**src/rtl/walls_pkg.sv**
```systemverilog
// Shared definitions for the multi-wall renderer.
//   field_e    : register field selector carried in address_i[2:0]
//   wall_t     : one wall's bounds, colour and enable
//   WALL_IDX_W : width of a wall index (never below 1 bit)
// Wall bounds are held at WALL_CW bits; the top zero-extends narrower
// coordinate buses, so COORD_W may be at most WALL_CW.
package walls_pkg;

  localparam int unsigned WALL_CW = 32;

  typedef enum logic [2:0] {
    FLD_XMIN  = 3'd0,
    FLD_XMAX  = 3'd1,
    FLD_YMIN  = 3'd2,
    FLD_YMAX  = 3'd3,
    FLD_COLOR = 3'd4,
    FLD_EN    = 3'd5
  } field_e;

  typedef struct packed {
    logic [WALL_CW-1:0] x_min;
    logic [WALL_CW-1:0] x_max;
    logic [WALL_CW-1:0] y_min;
    logic [WALL_CW-1:0] y_max;
    logic [23:0]        colour;
    logic               en;
  } wall_t;

  function automatic int unsigned WALL_IDX_W(input int unsigned n);
    return (n <= 1) ? 1 : $clog2(n);
  endfunction

endpackage

```
**src/rtl/walls_controller_multi_wall_hit.sv**
```systemverilog
// Pure combinational hit test of one pixel against one wall.
//   wall_i : wall registers (active copy)
//   x_i/y_i: pixel coordinates, unsigned
//   hit_o  : enabled wall covers the pixel (half-open bounds)
// An inverted or degenerate rectangle can never satisfy both compares,
// so empty walls need no special handling.
module wall_hit
  import walls_pkg::*;
(
  input  wall_t              wall_i,
  input  logic [WALL_CW-1:0] x_i,
  input  logic [WALL_CW-1:0] y_i,
  output logic               hit_o
);

  assign hit_o = wall_i.en
               & (x_i >= wall_i.x_min) & (x_i < wall_i.x_max)
               & (y_i >= wall_i.y_min) & (y_i < wall_i.y_max);

endmodule

```
**src/rtl/walls_controller_multi.sv**
```systemverilog
// Multi-wall renderer with frame-synchronous shadow/active registers.
//   clk, rst          : clock, asynchronous active-high reset
//   MW_i, address_i,
//   data_i            : CPU write port, address = {wall index, field}
//   frame_start_i     : commits all shadow registers to active
//   pix_valid_i,
//   x_pos_i, y_pos_i  : pixel stream from the scan path
//   RGB_o, hit_o,
//   wall_id_o,
//   pix_valid_o       : result two cycles later, lowest wall index wins
module walls_controller_multi
  import walls_pkg::*;
#(
  parameter int unsigned NUM_WALLS = 4,
  parameter int unsigned COORD_W   = 32,
  parameter logic [23:0] BG_COLOR  = 24'h000000
) (
  input  logic                              clk,
  input  logic                              rst,
  input  logic                              MW_i,
  input  logic [$clog2(NUM_WALLS)+2:0]      address_i,
  input  logic [COORD_W-1:0]                data_i,
  input  logic                              frame_start_i,
  input  logic                              pix_valid_i,
  input  logic [COORD_W-1:0]                x_pos_i,
  input  logic [COORD_W-1:0]                y_pos_i,
  output logic [23:0]                       RGB_o,
  output logic                              hit_o,
  output logic [WALL_IDX_W(NUM_WALLS)-1:0]  wall_id_o,
  output logic                              pix_valid_o
);

  localparam int unsigned AW = $clog2(NUM_WALLS) + 3;
  localparam int unsigned IW = WALL_IDX_W(NUM_WALLS);

  wall_t [NUM_WALLS-1:0] shadow_q, shadow_d;
  wall_t [NUM_WALLS-1:0] active_q;

  logic [AW-1:0] wr_idx;
  field_e        wr_fld;

  assign wr_idx = address_i >> 3;
  assign wr_fld = field_e'(address_i[2:0]);

  // Indices >= NUM_WALLS never match a slot; reserved fields fall to default.
  always_comb begin
    shadow_d = shadow_q;
    if (MW_i) begin
      for (int unsigned i = 0; i < NUM_WALLS; i++) begin
        if (wr_idx == AW'(i)) begin
          case (wr_fld)
            FLD_XMIN:  shadow_d[i].x_min  = WALL_CW'(data_i);
            FLD_XMAX:  shadow_d[i].x_max  = WALL_CW'(data_i);
            FLD_YMIN:  shadow_d[i].y_min  = WALL_CW'(data_i);
            FLD_YMAX:  shadow_d[i].y_max  = WALL_CW'(data_i);
            FLD_COLOR: shadow_d[i].colour = data_i[23:0];
            FLD_EN:    shadow_d[i].en     = data_i[0];
            default:   ;
          endcase
        end
      end
    end
  end

  // Active loads the pre-edge shadow, so a same-cycle write waits a frame.
  always_ff @(posedge clk or posedge rst) begin
    if (rst) begin
      shadow_q <= '0;
      active_q <= '0;
    end else begin
      shadow_q <= shadow_d;
      if (frame_start_i) active_q <= shadow_q;
    end
  end

  logic [WALL_CW-1:0]   x_ext, y_ext;
  logic [NUM_WALLS-1:0] hit_vec;

  assign x_ext = WALL_CW'(x_pos_i);
  assign y_ext = WALL_CW'(y_pos_i);

  for (genvar g = 0; g < NUM_WALLS; g++) begin : g_hit
    wall_hit u_hit (
      .wall_i (active_q[g]),
      .x_i    (x_ext),
      .y_i    (y_ext),
      .hit_o  (hit_vec[g])
    );
  end

  // Stage 1 also snapshots the colours so that a commit landing between
  // the stages cannot recolour a pixel already in flight.
  logic [NUM_WALLS-1:0]       hit_s1_q;
  logic [NUM_WALLS-1:0][23:0] col_s1_q;
  logic                       pv_s1_q;

  always_ff @(posedge clk or posedge rst) begin
    if (rst) begin
      hit_s1_q <= '0;
      col_s1_q <= '0;
      pv_s1_q  <= 1'b0;
    end else begin
      hit_s1_q <= pix_valid_i ? hit_vec : '0;
      pv_s1_q  <= pix_valid_i;
      for (int unsigned i = 0; i < NUM_WALLS; i++) begin
        col_s1_q[i] <= active_q[i].colour;
      end
    end
  end

  logic [23:0]   rgb_d, rgb_q;
  logic          hit_d, hit_q;
  logic [IW-1:0] id_d, id_q;
  logic          pv_q;

  // Scan from the highest index down so the lowest set index is kept.
  always_comb begin
    rgb_d = BG_COLOR;
    hit_d = 1'b0;
    id_d  = '0;
    if (pv_s1_q) begin
      for (int unsigned i = NUM_WALLS; i > 0; i--) begin
        if (hit_s1_q[i-1]) begin
          rgb_d = col_s1_q[i-1];
          hit_d = 1'b1;
          id_d  = IW'(i - 1);
        end
      end
    end
  end

  always_ff @(posedge clk or posedge rst) begin
    if (rst) begin
      rgb_q <= BG_COLOR;
      hit_q <= 1'b0;
      id_q  <= '0;
      pv_q  <= 1'b0;
    end else begin
      rgb_q <= rgb_d;
      hit_q <= hit_d;
      id_q  <= id_d;
      pv_q  <= pv_s1_q;
    end
  end

  assign RGB_o       = rgb_q;
  assign hit_o       = hit_q;
  assign wall_id_o   = id_q;
  assign pix_valid_o = pv_q;

endmodule

```
**config.mk**
```make
export PLATFORM = sky130hd
export DESIGN_NAME = walls_controller_multi
export DESIGN_NICKNAME = d
export VERILOG_FILES = /design/src/rtl/walls_pkg.sv /design/src/rtl/walls_controller_multi_wall_hit.sv /design/src/rtl/walls_controller_multi.sv
export SDC_FILE = /design/constraint.sdc
export NUM_CORES = 2
export LEC_CHECK = 0
export BUFFER_PORTS_ARGS = -buffer_cell sky130_fd_sc_hd__buf_2
export CORE_MARGIN = 4
export CORE_UTILIZATION = 46
export CTS_CLUSTER_SIZE = 8
export DETAILED_ROUTE_END_ITERATION = 12
export SETUP_SLACK_MARGIN = 0.05
export SLEW_MARGIN = 30
export SYNTH_ARGS = -nofsm -noshare
export SYNTH_HDL_FRONTEND = slang
export SYNTH_SLANG_ARGS = --single-unit
```
**constraint.sdc**
```tcl
create_clock -name clk -period 59 [get_ports clk]
set_clock_uncertainty 0.15 [all_clocks]
set_input_delay 5.9 -clock clk [delete_from_list [all_inputs] [get_ports clk]]
set_output_delay 5.9 -clock clk [all_outputs]
set_load 0.01 [all_outputs]
```
==> impl_metrics.csv <==
group,metric,value,unit
drt,detail-route-antenna-nets,0,
finish,fin_util,0.523,
cts,htreeDepth,4,
drt,num_vias,38100,
floorplan,die_y,371,um
critical_path,endpoint,"active_q[183]",
power,leakagePower,0.0323,uW
floorplan,io_pins,134,
floorplan,core_area,130000,um2
floorplan,dieArea,138000,um2
synth,ys_types,65,
cts,worstSkewPairLatency,0.79,ns
synth,syn-num-nets,5805,
synth,syn_area_per_cell,11.7,um2
synth,synth_top_area_frac,0.558,
grt,grt-ovfl-total,0,
sta,min_period,9.70,ns
sta,maxSlewViolCount,0,
floorplan,die_w,371,um
critical_path,end_kind,"asynchronous set/reset pin",
placement,gp_congestion,0.786,
placement,dp_hpwl,92200,um
sta,worst_pin_slew,0.937,ns
sta,finalSetupViolCount,0,
finish,synthToLayoutAreaGrowth,12.3,%
sta,relSlewSlack,0.370,
grt,grt_pass1_vias,38700,
critical_path,cp-start-kind,"input port",
drt,routedWlPerCell,20.7,um
drt,drc,0,
critical_path,required,59.82,ns
cts,cts_inserted_buffers,187,
power,vdd.ir_drop.worst,0.0301,mV
run,cap_violations,0,
synth,ys.flop_type,"dfrtp_1",
placement,placed_cell_area,62900,um2
synth,synth-edff-count,0,
synth,yosys_register_bits,1353,
synth,yosysWarnings,0,
finish,postLayoutCellArea,68100,um2
critical_path,worst_r2r_startpoint,"active_q[237]",
floorplan,num_rows,132,
critical_path,worstSetupPathType,"input port to asynchronous set/reset pin",
power,powerDensity,37.2,nW/um2
cts,root_buffer,"clkbuf_16",
critical_path,cp-startpoint,"rst",
sta,period_share,0.164,
drt,drtIter0Drc,2100,
sta,fin_tns_setup,0,ns
cts,cts_hold_buf,0,
cts,cts_sinks,1353,
drt,wirelength,146000,um
synth,yosysSeqAreaShare,0.558,
grt,grt_use_total,0.217,
sta,timing.fmax,0.103,GHz
synth,synthTopCellsByArea,"dfrtp_1 56%, mux2_2 13%, ha_1 10%",
hold_path,hold_class,"register to register",
critical_path,crit_fanout,172,
sta,rsz0062_at_grt,"no",
cts,path_clk_slew,0.05,ns
floorplan,start_util,0.466,
critical_path,ff2ff_setup_slack,55.76,ns
synth,synth_area,60600,um2
drt,via_per_inst,5.39,
grt,antenna_found_initial,15,
run_status,status,"completed",
critical_path,r2r_cells,9,
synth,async_flop_share,1.00,
grt,grt_pass1_wl,229000,um
hold_path,hold_depth,0,
grt,grt_max_degree,227,
cts,cts_setup_buffers,0,
critical_path,r2r_end,"hit_s1_q[1]",
finish,drive_gt1_frac,0.215,
finish,nets,5918,
critical_path,cp.arrival,10.52,ns
placement,port_buffers,133,
synth,syn_inst,5195,
cts,cts_buffer_depth,3,
cts,post_cts_resized,0,
drt,first_pass_iters,5,
synth,yosysTopAreaCell,"dfrtp_1",
cts,cts_tree,"done",
sta,finalHoldViolCount,0,
cells in the mapped netlist (7+ instances only):
master and count:
a2111oi_0 7, a211oi_1 30, a21o_1 62, a21oi_1 174
a22oi_1 24, a31oi_1 7, and4_1 9, buf_1 17
buf_2 76, clkbuf_1 154, dfrtp_1 1353, ha_1 504
inv_1 501, mux2_2 726, nand2_1 612, nand2b_1 8
nand3_1 30, nand4_1 60, nor2_1 79, nor2b_1 11
nor3_1 23, nor3b_1 7, nor4_1 9, o211ai_1 14
o21a_1 7, o21ai_0 589, o221ai_1 24
through the flow:
step	power, uW	cells	hold WS, ns	setup slack, ns
after global routing	2680	7066	0.219	48.69
after detailed placement	1600	6859	0.207	47.70
after CTS	2560	7063	0.216	48.61
final	2530	7071	0.214	49.30
after floorplan	1480	5195	0.200	14.81
after global placement	1570	6857	0.208	47.77
cell families (layout without fill, tap and decap cells):
logic type | count (synthesis) | in the layout | share of synthesized area
muxes | 728 | 728 | 0.135
other | 0 | 6 | 0
AOI/OAI and AO/OA | 985 | 985 | 0.0921
buffers and inverters | 752 | 880 | 0.0483
adders and majority gates | 504 | 504 | 0.104
and+or+nand+nor | 873 | 873 | 0.0618
DFF | 1353 | 1353 | 0.558
flip-flops by register name, summed over array words and instances (netlist names):
signal       flops
hit_s1_q         4
hit_o            1
shadow_q       612
pix_valid_o      1
active_q       612
RGB_o           24
wall_id_o        2
col_s1_q        96
pv_s1_q          1
cells in the final DEF (no fill, tap or decap), types with 7 or more instances in the layout:
cell / count
nand2b_1: 8
inv_1: 500
a31oi_1: 7
ha_1: 504
clkbuf_16: 189
a21o_1: 62
nor2_1: 75
nor2b_1: 10
nand2_1: 599
and4_1: 9
o211ai_1: 14
a21oi_1: 174
buf_4: 29
a211oi_1: 30
nand2_4: 9
o21ai_0: 589
nor4_1: 9
mux2_2: 726
dfrtp_1: 1353
o221ai_1: 24
a22oi_1: 24
buf_2: 132
o21a_1: 7
nor3_1: 22
nand4_1: 60
nand3_1: 30
layout make-up:
cell class | instances | area, um2
tap | 1742 | 2180
antenna | 6 | 15.0
fill | 11400 | 62100
inverter | 502 | 1890
timing repair buffer | 174 | 1110
multi-input combinational | 3090 | 24000
sequential | 1353 | 33900
clock inverter | 14 | 289
clock buffer | 190 | 4730
worst max-delay path, stage by stage:
cell and delay [ns]:
buf_2 0.15, inv_8 0.49, buf_12 0.60, buf_4 0.76, buf_4 0.40, buf_16 0.29, buf_12 0.63, buf_4 0.48
buf_12 0.29
routing by layer:
metal  share of wire  track usage  up-vias
met2            0.46        0.347      633
met5         0.00028            0        -
li1                -            -    18000
met3           0.050       0.0450      223
met4           0.024       0.0586        6
met1            0.47        0.303    19300
how the worst min path moves through the flow:
stage / startpoint / endpoint
6_report: active_q[162] / col_s1_q[32]
5_1_grt: active_q[464] / col_s1_q[76]
4_1_cts: active_q[464] / col_s1_q[76]
3_5_place_dp: active_q[464] / col_s1_q[76]
3_3_place_gp: active_q[9] / col_s1_q[8]
2_1_floorplan: active_q[1] / col_s1_q[0]
where the power goes:
group	switching [uW]	leakage, uW	total (uW)	internal (uW)
combinational	225	0.0125	406	181
clock	384	0.00245	948	563
sequential	66.6	0.0174	1180	1110
No activity file was read; power rests on OpenSTA's default activity.
